--- src/rtl/maze_dfs_ctrl_pkg.sv ---
// Shared types and constants for the depth-first maze-walk controller.
// Locations are {x[3:0], y[3:0]} on a 16x16 grid.
package maze_dfs_ctrl_pkg;

  localparam int LOC_W = 8;
  localparam int TRY_W = 3;
  localparam int SP_W  = 9;

  localparam logic [TRY_W-1:0] TRY_EXHAUSTED = 3'd4;

  localparam logic [1:0] DIR_YM = 2'b00;
  localparam logic [1:0] DIR_XP = 2'b01;
  localparam logic [1:0] DIR_XM = 2'b10;
  localparam logic [1:0] DIR_YP = 2'b11;

  typedef enum logic [2:0] {
    ST_IDLE,
    ST_INIT,
    ST_CHECK,
    ST_POP,
    ST_DONE,
    ST_FAIL
  } state_e;

  // One backtrack record: the cell we left and the next direction to try there.
  typedef struct packed {
    logic [LOC_W-1:0] loc;
    logic [TRY_W-1:0] tryDir;
  } stackEntry_t;

endpackage

--- src/rtl/maze_dfs_ctrl_path_stack.sv ---
// Backtrack path stack: synchronous push/pop, registered pointer,
// combinational top-of-stack and full/empty flags.
module maze_dfs_ctrl_path_stack
  import maze_dfs_ctrl_pkg::*;
#(
  parameter int DEPTH = 256
) (
  input  logic            clk_i,
  input  logic            rst_ni,
  input  logic            clear_i,
  input  logic            push_i,
  input  logic            pop_i,
  input  stackEntry_t     pushData_i,
  output stackEntry_t     top_o,
  output logic [SP_W-1:0] sp_o,
  output logic            full_o,
  output logic            empty_o
);

  localparam int AW = (DEPTH > 1) ? $clog2(DEPTH) : 1;

  stackEntry_t     mem_q [DEPTH];
  logic [SP_W-1:0] sp_q;
  logic [SP_W-1:0] sp_d;
  logic [AW-1:0]   topIdx;

  assign full_o  = (sp_q == SP_W'(DEPTH));
  assign empty_o = (sp_q == '0);
  assign sp_o    = sp_q;
  assign topIdx  = sp_q[AW-1:0] - AW'(1);
  assign top_o   = mem_q[topIdx];

  always_comb begin
    sp_d = sp_q;
    if (clear_i) begin
      sp_d = '0;
    end else if (push_i && !full_o) begin
      sp_d = sp_q + SP_W'(1);
    end else if (pop_i && !empty_o) begin
      sp_d = sp_q - SP_W'(1);
    end
  end

  always_ff @(posedge clk_i or negedge rst_ni) begin
    if (!rst_ni) begin
      sp_q <= '0;
    end else begin
      sp_q <= sp_d;
    end
  end

  // Storage carries no reset; only entries below the pointer are ever read.
  always_ff @(posedge clk_i) begin
    if (push_i && !full_o && !clear_i) begin
      mem_q[sp_q[AW-1:0]] <= pushData_i;
    end
  end

endmodule

--- src/rtl/maze_dfs_ctrl.sv ---
// Depth-first maze-walk controller: walks the location-step datapath one
// direction per cycle, tracking visited cells and a backtrack stack.
module maze_dfs_ctrl
  import maze_dfs_ctrl_pkg::*;
#(
  parameter logic [LOC_W-1:0] START_LOC   = 8'h00,
  parameter logic [LOC_W-1:0] GOAL_LOC    = 8'hFF,
  parameter int               STACK_DEPTH = 256
) (
  input  logic             clk_i,
  input  logic             rst_ni,
  input  logic             start_i,
  input  logic [LOC_W-1:0] nxtLoc_i,
  input  logic             cntReach_i,
  input  logic             memWall_i,
  output logic [1:0]       dir_o,
  output logic [LOC_W-1:0] currLoc_o,
  output logic             rgLd_o,
  output logic [LOC_W-1:0] memAddr_o,
  output logic             busy_o,
  output logic             done_o,
  output logic             fail_o,
  output logic [SP_W-1:0]  pathLen_o
);

  state_e           state_q, state_d;
  logic [TRY_W-1:0] try_q, try_d;
  logic [LOC_W-1:0] currLoc_q, currLoc_d;
  logic [255:0]     visited_q;

  logic        visitInit, visitMark, blocked;
  logic        stkClear, stkPush, stkPop, stkFull, stkEmpty;
  stackEntry_t stkPushData, stkTop;
  logic [SP_W-1:0] stkSp;

  maze_dfs_ctrl_path_stack #(
    .DEPTH (STACK_DEPTH)
  ) uStack (
    .clk_i      (clk_i),
    .rst_ni     (rst_ni),
    .clear_i    (stkClear),
    .push_i     (stkPush),
    .pop_i      (stkPop),
    .pushData_i (stkPushData),
    .top_o      (stkTop),
    .sp_o       (stkSp),
    .full_o     (stkFull),
    .empty_o    (stkEmpty)
  );

  assign blocked     = cntReach_i | memWall_i | visited_q[nxtLoc_i];
  assign stkPushData = '{loc: currLoc_q, tryDir: try_q + TRY_W'(1)};

  always_comb begin
    state_d   = state_q;
    try_d     = try_q;
    currLoc_d = currLoc_q;
    stkClear  = 1'b0;
    stkPush   = 1'b0;
    stkPop    = 1'b0;
    rgLd_o    = 1'b0;
    visitInit = 1'b0;
    visitMark = 1'b0;
    case (state_q)
      ST_IDLE, ST_DONE, ST_FAIL: begin
        if (start_i) state_d = ST_INIT;
      end
      ST_INIT: begin
        stkClear  = 1'b1;
        visitInit = 1'b1;
        currLoc_d = START_LOC;
        try_d     = '0;
        state_d   = (START_LOC == GOAL_LOC) ? ST_DONE : ST_CHECK;
      end
      ST_CHECK: begin
        // The exhausted check comes first: dir wraps to 0 when try is 4.
        if (try_q == TRY_EXHAUSTED) begin
          state_d = stkEmpty ? ST_FAIL : ST_POP;
        end else if (blocked) begin
          try_d = try_q + TRY_W'(1);
        end else if (stkFull) begin
          state_d = ST_FAIL;
        end else begin
          stkPush   = 1'b1;
          visitMark = 1'b1;
          rgLd_o    = 1'b1;
          currLoc_d = nxtLoc_i;
          try_d     = '0;
          state_d   = (nxtLoc_i == GOAL_LOC) ? ST_DONE : ST_CHECK;
        end
      end
      ST_POP: begin
        stkPop    = 1'b1;
        currLoc_d = stkTop.loc;
        try_d     = stkTop.tryDir;
        state_d   = ST_CHECK;
      end
      default: state_d = ST_IDLE;
    endcase
  end

  always_ff @(posedge clk_i or negedge rst_ni) begin
    if (!rst_ni) begin
      state_q   <= ST_IDLE;
      try_q     <= '0;
      currLoc_q <= START_LOC;
      visited_q <= '0;
    end else begin
      state_q   <= state_d;
      try_q     <= try_d;
      currLoc_q <= currLoc_d;
      if (visitInit) begin
        visited_q            <= '0;
        visited_q[START_LOC] <= 1'b1;
      end else if (visitMark) begin
        visited_q[nxtLoc_i] <= 1'b1;
      end
    end
  end

  assign dir_o     = try_q[1:0];
  assign currLoc_o = currLoc_q;
  assign memAddr_o = nxtLoc_i;
  assign busy_o    = (state_q == ST_INIT) || (state_q == ST_CHECK) || (state_q == ST_POP);
  assign done_o    = (state_q == ST_DONE);
  assign fail_o    = (state_q == ST_FAIL);
  assign pathLen_o = stkSp;

endmodule

--- config.mk ---
export PLATFORM = sky130hd
export DESIGN_NAME = maze_dfs_ctrl
export DESIGN_NICKNAME = d
export VERILOG_FILES = /design/src/rtl/maze_dfs_ctrl_pkg.sv /design/src/rtl/maze_dfs_ctrl_path_stack.sv /design/src/rtl/maze_dfs_ctrl.sv
export SDC_FILE = /design/constraint.sdc
export NUM_CORES = 2
export LEC_CHECK = 0
export ABC_AREA = 1
export CELL_PAD_IN_SITES_DETAIL_PLACEMENT = 1
export CELL_PAD_IN_SITES_GLOBAL_PLACEMENT = 1
export CORE_MARGIN = 4
export CORE_UTILIZATION = 46
export DETAILED_ROUTE_END_ITERATION = 16
export PLACE_DENSITY_LB_ADDON = 0.12
export SLEW_MARGIN = 20
export SYNTH_ARGS = -nofsm -noshare
export SYNTH_HDL_FRONTEND = slang
export SYNTH_HIERARCHICAL = 1
export SYNTH_SLANG_ARGS = --single-unit
--- constraint.sdc ---
create_clock -name clk_i -period 8.5 [get_ports clk_i]
set_input_delay 2.55 -clock clk_i [delete_from_list [all_inputs] [get_ports clk_i]]
set_output_delay 2.55 -clock clk_i [all_outputs]
set_load 0.05 [all_outputs]
==> reports/results.ini <==
[run_status]
run_status=completed

[routing]
viasPerCell=5.95
vias=95708
routed_wl_um=437000
first_iter_violations=10371
ant_nets=0
firstDrtPassIters=6
drc_errors=0
wl_per_cell_um=27.2

[synthesis]
syn-instance-count=12084
synth-seq-cells=3095
yosysUniqueCellTypes=33
synth_top_area_share=0.647
synth-edff-count=2816
synth_xor_area_frac=0.000517
yosysWarnings=6
synth_top_family_by_area=simple AND/OR/NAND/NOR gates
synthSimpleGateAreaFrac=0.250
ys_async_sr_fraction=0.0901
synth_top_area_cell=edfxtp_1
yosys-top-cells-area=edfxtp_1 (65%), nand3_1 (12%), nand2_1 (11%)
syn_avg_cell_area_um2=10.8
syn-num-nets=12113
muxShareOfSynthArea=0
syn_area_um2=131000
synth_fa_ha_area_frac=0.00159
ys.flop_type=edfxtp_1
synth.most_common_cell=nand2_1
synth_compound_area_frac=0.0147
yosys-top-cells-count=nand2_1 (3934), nand3_1 (3063), edfxtp_1 (2816)
ys_seq_area_frac=0.701

[worst_setup_path]
crit_arrival_ns=5.77
worstRegToRegCells=14
cp-end-kind=primary output
crit_buf_inv=5
path_class=input pin to primary output
path_max_fanout=16
rr_startpoint=uStack/sp_o[0]
slowest_delay_ns=0.64
reg2reg_setup_slack_ns=2.05
cp_top_family=buffers and inverters
crit-reg2reg-capture=uStack/mem_q[69][6]
required_ns=5.95
crit_slowest_cell=clkdlybuf4s50_1
cp_common_cell=nand2_1
path_cells=clkdlybuf4s50_1 -> inv_1 -> nand2_1 -> inv_1 -> nand2_1 -> nand2_1 -> nor2_1 -> nor2_1 -> nor2_1 -> nand2_1 -> nand2_1 -> nand3_1 -> nor2_1 -> nand2_8 -> inv_1 -> buf_12
cp-startpoint=nxtLoc_i[2]
cp-start-kind=input pin

[power]
power.density_nw_per_um2=405
p_clk_frac=0.241
cellLeakagePower_nw=54.8
combPwrFrac=0.431
peakVddDrop_mv=0.552
seqPwrFrac=0.327
switching_share=0.445
intPower_w=0.0331
power_switching_w=0.0265

[global_routing]
grt_pass1_vias=97807
grtUsageTotal=0.294
antenna_found_initial=19
grt_max_degree=177
grt_pass1_wl_um=650000
gr-total-overflow=0

[clock_tree]
cts-resized-gates=0
cts_sinks=3095
cts_made_buffers=336
cts_tree=built
root_buffer=clkbuf_16
cts_hold_buf=0
cts_max_level=5
clkLatencyLatePin_ns=0.94
clockBufferDepth=4
postCtsSetupBuffers=0
path_clk_slew_ns=0.05

[cells_and_area]
drive_above_1_share=0.0817
multiInputGateArea_um2=35100
finalNonFillerCells=16095
seq_area_um2=91600
fillers=29828
nets=12102
area_growth_pct=12.6
postLayoutCellArea_um2=147000

[placement]
dp.cells=15477
place_area_um2=136000
pre_cts_slack_ns=-0.0477
dp.final_hpwl_um=252000
port_buffers=43
routabilityCongestion=0.861

[floorplan]
dieArea_um2=293000
fp-row-count=195
core_um2=283000
ioPinCount=44
start_util=0.462
die_x_um=541
die_h_um=541

[sta]
finalSetupTns_ns=0
rsz0062_at_grt=no
finalWorstSetupSlack_ns=0.180
finalCritPeriodShare=0.979
final.setup_skew_ns=0.0662
final.min_clock_period_ns=8.32
maxSlewViolCount=0
max_slew_margin=0.210
worstMarginPinSlew_ns=1.18
finalSetupViolCount=0
max_freq_mhz=120
hold_viol_final=0

[min_path]
min_path_cells=2
hp-class=register to register
hold_path_startpoint=visited_q[92]
whs_endpoint=visited_q[92]

[job]
drv_cap=0

-- state kept, by name, summed over array words and instances, names as in the netlist --
name / count
visited_q: 256
uStack/sp_o: 9
currLoc_o: 8
uStack/mem_q: 2816
try_q: 3
state_q: 3
-- stage by stage --
step                power (W)  hold WS, ns  utilization
finish                 0.0596        0.510        0.521
global route           0.0624        0.532        0.521
CTS                    0.0596        0.510        0.521
detailed placement     0.0452        0.495        0.483
global placement       0.0447        0.488        0.482
floorplan              0.0343        0.476            -
-- worst min-delay path, cell delays in order, from the launching register on --
cell     delay, ns
dfrtp_1       0.34
nand3_1       0.07
nand2_1       0.06
-- layer usage --
metal | vias up | share of wire | global-route usage | wire length, um
met5 | - | 0.00011 | 0 | 47
met4 | 4 | 0.037 | 0.102 | 16000
met3 | 738 | 0.073 | 0.0433 | 32000
met2 | 3643 | 0.47 | 0.471 | 206000
met1 | 49213 | 0.42 | 0.411 | 183000
li1 | 42110 | - | - | -
-- cells in the final DEF (no fill, tap or decap), types with 5 or more instances in the layout --
cell	count
clkinv_16	8
clkbuf_8	7
o22ai_1	8
bufinv_16	25
o21ai_1	17
inv_2	7
dfrtp_4	9
buf_4	413
nor2_1	533
nor2_4	10
a21oi_1	278
inv_1	119
buf_12	46
nand3_1	3063
edfxtp_1	2816
clkbuf_1	71
o21ai_0	57
nand2_8	5
clkinvlp_4	8
nand4_1	27
nor2_2	20
clkinv_1	74
dfrtp_1	270
clkbuf_16	340
diode_2	8
nand2_1	3930
nand4_4	6
clkinv_2	59
clkdlybuf4s50_1	39
ha_1	13
a22oi_1	8
clkinv_8	7
-- worst max-delay path by stage --
| stage | to | slack, ns | depth (start not counted) |
|---|---|---|---|
| after floorplan | uStack/mem_q[0][1] | 1.21 | 2 |
| after global placement | uStack/mem_q[69][9] | 0.10 | 20 |
| after detailed placement | uStack/mem_q[69][7] | -0.05 | 20 |
| after CTS | rgLd_o | 0.20 | 16 |
| after global routing | rgLd_o | 0.03 | 16 |
| final | rgLd_o | 0.18 | 16 |
-- power by group through the flow --
| stage | Sequential, W | Clock (W) | Combinational, W |
|---|---|---|---|
| after global placement | 0.0198 | 0 | 0.0249 |
| final | 0.0195 | 0.0144 | 0.0257 |
| after floorplan | 0.0204 | 0 | 0.0139 |
| after detailed placement | 0.0198 | 0 | 0.0253 |
| after global routing | 0.0196 | 0.0153 | 0.0276 |
| after CTS | 0.0195 | 0.0146 | 0.0255 |
-- cell families (layout without fill, tap and decap cells) --
| logic type | after synthesis | after routing |
|---|---|---|
| AO/OA/AOI/OAI | 374 | 374 |
| XOR/XNOR | 6 | 6 |
| adder cells (fa/ha/maj) | 16 | 16 |
| buffers and inverters | 984 | 1244 |
| flip-flops | 3095 | 3095 |
| other | 0 | 8 |
| AND/OR/NAND/NOR | 7609 | 7609 |
-- layout make-up --
cell class / count / area share
sequential: 3095 / 0.622
multi-input combinational: 8005 / 0.239
clock buffer: 418 / 0.0603
tap: 3743 / 0.0318
timing repair buffer: 504 / 0.0306
clock inverter: 191 / 0.0126
inverter: 131 / 0.00356
antenna: 8 / 0.000136
Power figures use the tool's default switching activity.
